**config.mk**
```make
export PLATFORM = sky130hd
export DESIGN_NAME = fifo_stream_reader
export DESIGN_NICKNAME = d
export VERILOG_FILES = /design/src/rtl/fifo_stream_reader.sv
export SDC_FILE = /design/constraint.sdc
export NUM_CORES = 1
export LEC_CHECK = 0
export BUFFER_PORTS_ARGS = -buffer_cell sky130_fd_sc_hd__buf_4
export CORE_MARGIN = 2
export CORE_UTILIZATION = 54
export CTS_CLUSTER_DIAMETER = 50
export DETAILED_ROUTE_END_ITERATION = 10
export PLACE_DENSITY_LB_ADDON = 0.08
export SLEW_MARGIN = 15
export SYNTH_ARGS = -nofsm -noshare
export SYNTH_HDL_FRONTEND = slang
export SYNTH_SLANG_ARGS = --single-unit
export TNS_END_PERCENT = 100
```
**constraint.sdc**
```tcl
create_clock -name clk -period 2 [get_ports clk]
set_input_delay 0 -clock clk [delete_from_list [all_inputs] [get_ports clk]]
set_output_delay 0 -clock clk [all_outputs]
set_load 0.02 [all_outputs]
```
**src/rtl/fifo_stream_reader.sv**
```systemverilog
// Read-side consumer for an 8-bit synchronous FIFO: issues reads, captures the
// one-cycle-late read data and re-presents it as a valid/ready byte stream.
module fifo_stream_reader #(
    parameter int DATA_W = 8,
    parameter int CNT_W  = 16
) (
    input  logic              clk,
    input  logic              reset,
    input  logic              enable,
    input  logic              fifo_empty,
    input  logic [DATA_W-1:0] fifo_rdata,
    output logic              fifo_rd_en,
    output logic              m_valid,
    output logic [DATA_W-1:0] m_data,
    input  logic              m_ready,
    output logic [CNT_W-1:0]  rd_count,
    output logic              busy
);

    logic [1:0]        r_occ;
    logic              r_inflight;
    logic [CNT_W-1:0]  r_count;
    logic [DATA_W-1:0] w_entry [3];
    logic [2:0]        w_pending;
    logic              w_pop;
    logic              w_push;
    logic [1:0]        w_wr_idx;

    // A read is only issued if a buffer slot is guaranteed for its data.
    assign w_pending  = {1'b0, r_occ} + {2'b00, r_inflight};
    assign fifo_rd_en = reset & enable & ~fifo_empty & (w_pending < 3'd3);

    assign m_valid  = (r_occ != 2'd0);
    assign m_data   = w_entry[0];
    assign w_pop    = m_valid & m_ready;
    assign w_push   = r_inflight;
    assign w_wr_idx = r_occ - {1'b0, w_pop};
    assign busy     = m_valid | r_inflight;
    assign rd_count = r_count;

    // Entry 0 is always the head; a pop shifts the valid entries down by one,
    // and a word arriving in the same cycle lands just behind the survivors.
    genvar gi;
    generate
        for (gi = 0; gi < 3; gi++) begin : g_entry
            logic [DATA_W-1:0] r_data;
            logic [DATA_W-1:0] w_shift_in;

            if (gi < 2) begin : g_shift
                assign w_shift_in = w_entry[gi+1];
            end else begin : g_last
                assign w_shift_in = r_data;
            end

            assign w_entry[gi] = r_data;

            always_ff @(posedge clk or negedge reset) begin
                if (!reset) begin
                    r_data <= '0;
                end else if (w_push && (w_wr_idx == 2'(gi))) begin
                    r_data <= fifo_rdata;
                end else if (w_pop && ({1'b0, r_occ} > 3'(gi + 1))) begin
                    r_data <= w_shift_in;
                end
            end
        end
    endgenerate

    always_ff @(posedge clk or negedge reset) begin
        if (!reset) begin
            r_occ      <= 2'd0;
            r_inflight <= 1'b0;
            r_count    <= '0;
        end else begin
            r_inflight <= fifo_rd_en;
            r_occ      <= r_occ + {1'b0, w_push} - {1'b0, w_pop};
            if (w_pop) begin
                r_count <= r_count + CNT_W'(1);
            end
        end
    end

endmodule
```
==> out/metrics.csv <==
stage,metric,value,unit
status,status,"finished, final reports clean",
setup_path,cp_slowest_cell,dfrtp_2,
power_and_ir_drop,power_frac_comb,0.389,
yosys,synth_edf_count,0,
flow_run,drv_cap,0,
placed_design,dpl_worst_slack,213.4,ps
setup_path,cp.arrival,1870,ps
yosys,yosysMostFrequentCell,dfrtp_1,
power_and_ir_drop,vdd_drop_max,0.7957,mV
placed_design,place.gp.congestion,0.7851,
sta,setup_viol,0,
clock_network,clock_sinks,43,
setup_path,worstPathMaxFanout,4,
yosys,yosysUniqueCellTypes,36,
setup_path,reg2reg_depth,4,
clock_network,h-tree-depth,2,
power_and_ir_drop,power.switching,1.158,mW
setup_path,crit_path_frequent_cell,ha_1,
sta,worst_slack,126.2,ps
sta,hold_viol,0,
yosys,syn_area_per_cell,11.96,µm²
setup_path,slowest_delay,450,ps
yosys,synth_seq_cells,43,
setup_path,timing.rr.start,r_occ[1],
global_routing,grt.overflow.total,0,
power_and_ir_drop,p_per_area,1254,nW/µm²
sta,period_share,0.9369,
layout,final_cells,269,
yosys,synth.yosys.seq_area_share,0.5453,
yosys,yosysTopAreaCellShare,0.5453,
yosys,async_flop_share,1.000,
clock_network,clock_latency,360,ps
power_and_ir_drop,p_leak,1.265,nW
setup_path,crit_path_cell_trace,"ha_1, ha_1, a2111oi_4, buf_4",
setup_path,r2r_end,g_entry[0].w_shift_in[5],
placed_design,portBuffers,39,
route,drc,0,
floorplanning,dieHeight,64.45,µm
yosys,ys.flop_type,dfrtp_1,
hold_path,hp-class,input port to register,
yosys,netlist_area,1973,µm²
setup_path,required,2000,ps
setup_path,critical_path_class,register to output port,
route,initialDrtViolationCount,75,
layout,fin_util,0.7440,
placed_design,dpl.hpwl,2.755,mm
clock_network,cts_tree,yes,
yosys,synth_common_cells,"dfrtp_1 (43), nand2_1 (15), xnor2_1 (15)",
power_and_ir_drop,total_power,3.188,mW
sta,skew,8.686,ps
clock_network,cts-buffers-inserted,5,
route,drt-total-wl,3.996,mm
sta,rsz0062_at_grt,false,
setup_path,critPathCapture,fifo_rd_en,
setup_path,worstSetupEndpointType,output port,
sta,maxSlewHeadroom,0.5128,
global_routing,antenna_found_initial,0,
setup_path,critPathTopFamily,adder cells,
yosys,ys_warn_count,0,
clock_network,cts.clk_slew.worst_paths,130,ps
setup_path,cp-start-kind,register,
global_routing,grt_pass1_vias,1447,
layout,area_delta_synth_final,28.79,%
yosys,yosysTopAreaCell,dfrtp_1,
floorplanning,coreArea,3416,µm²
setup_path,crit_buf_inv,1,
floorplanning,row_count,21,
yosys,synthCells,165,
layout,diodes,0,
route,vias,1480,
route,wire_per_inst,14.86,µm
layout,drive_above_1_share,0.3049,
clock_network,cts_buffer_depth,2,
power_and_ir_drop,seqPwrFrac,0.437,
floorplanning,pin_count,40,
power_and_ir_drop,intPower,2.030,mW
setup_path,crit_cells,4,
placed_design,dpl.cell_count,248,
power_and_ir_drop,switching_share,0.3631,
layout,fin_nets,239,
layout,n_fill_cell,248,
route,vias_per_cell,5.502,
sta,worst_pin_slew,730.8,ps
global_routing,grt_max_degree,44,
route,dr.pass1.iters,4,
setup_path,startpoint,r_occ[0],
sta,slew_viol_final,0,
sta,fin_tns_setup,0,ps
global_routing,grt_pass1_wl,6.906,mm
global_routing,grt_use_total,0.2182,
sta,fin_crit,1874,ps
floorplanning,initial_core_util,0.5777,
yosys,synth_area_leaders,"dfrtp_1 (55%), xnor2_1 (6.7%), mux2_2 (4.6%), a221o_1 (4.1%), and3_1 (3.2%)",
yosys,synth_nets,182,
floorplanning,dieArea,4154,µm²
clock_network,cts-root-buf,clkbuf_4,
floorplanning,die_w,64.45,µm
route,detail-route-antenna-nets,0,
setup_path,r2r_slack,170,ps
power_and_ir_drop,pwr-share-clk,0.174,
sta,fmaxAchievable,533.7,MHz
## kinds of logic after synthesis
kind of cell | after synthesis | synth area share
and+or+nand+nor | 53 | 0.1433
DFF | 43 | 0.5453
AOI/OAI and AO/OA | 26 | 0.1116
xor gates and xnor gates | 19 | 0.08434
muxes | 12 | 0.06595
buffers and inverters | 8 | 0.02409
adders and majority gates | 4 | 0.02537
## worst min-delay path, stage by stage
cell	delay (ps)
buf_4	150
and2_1	150
nand2_1	60
nand2_1	50
## state kept, by name, indices dropped and copies added (netlist names)
signal              cells
rd_count               16
r_occ                   2
g_entry.w_shift_in     16
m_data                  8
r_inflight              1
## area by class of cell
cell class | count | area [µm²] | share of cell area
clock inverter | 3 | 43.79 | 0.01723
clock buffer | 5 | 37.54 | 0.01477
sequential | 43 | 1079 | 0.4244
inverter | 2 | 7.507 | 0.002954
tap | 46 | 57.56 | 0.02265
multi-input combinational | 114 | 868.3 | 0.3417
timing repair buffer | 56 | 447.9 | 0.1763
## worst min path at each step
stage	depth (start not counted)	startpoint	end
5_1_grt	4	m_ready	rd_count[1]
2_1_floorplan	0	reset	g_entry[0].w_shift_in[0]
3_3_place_gp	2	reset	rd_count[8]
3_5_place_dp	2	reset	rd_count[8]
4_1_cts	3	m_ready	rd_count[0]
6_report	4	m_ready	rd_count[1]
## through the flow
step / hold slack, ps / area (µm²)
after floorplan: -295.6 / 1979
after global placement: 127.3 / 2320
after detailed placement: 134.4 / 2320
after CTS: 61.92 / 2511
after global routing: 109.7 / 2541
final: 85.62 / 2541
## placed cells by master (no fill, tap or decap), types with 5 or more instances in the layout
cell	instances
buf_4	45
dfrtp_1	41
xnor2_1	15
nand2_1	15
dlygate4sd3_1	11
and3_1	10
mux2_2	8
a221o_1	8
nor2_1	7
nand3_1	6
o21ai_0	5
clkbuf_4	5
## power by group through the flow
stage	sequential (mW)	combinational [mW]	clock, mW
global placement	1.39	1.14	0
finish	1.39	1.24	0.553
global route	1.43	1.36	0.608
CTS	1.40	1.20	0.569
detailed placement	1.42	1.18	0
floorplan	1.50	0.657	0
## what timing repair did
action	4_1_cts	5_1_grt
buffers inserted	0	2
endpoints found under the hold margin	68	0
gates resized for setup	0	3
endpoints found under the setup margin	0	1
hold buffers	11	0
## layer usage
metal	share of wire	wire (µm)	global-route usage	up-vias
met5	0	0	0	-
met4	0.016	64	0.07979	0
met3	0.042	169	0.04167	7
met2	0.48	1916	0.3424	41
met1	0.46	1846	0.3046	729
li1	-	-	-	703
Note: power is estimated with default switching activity, not from simulation.
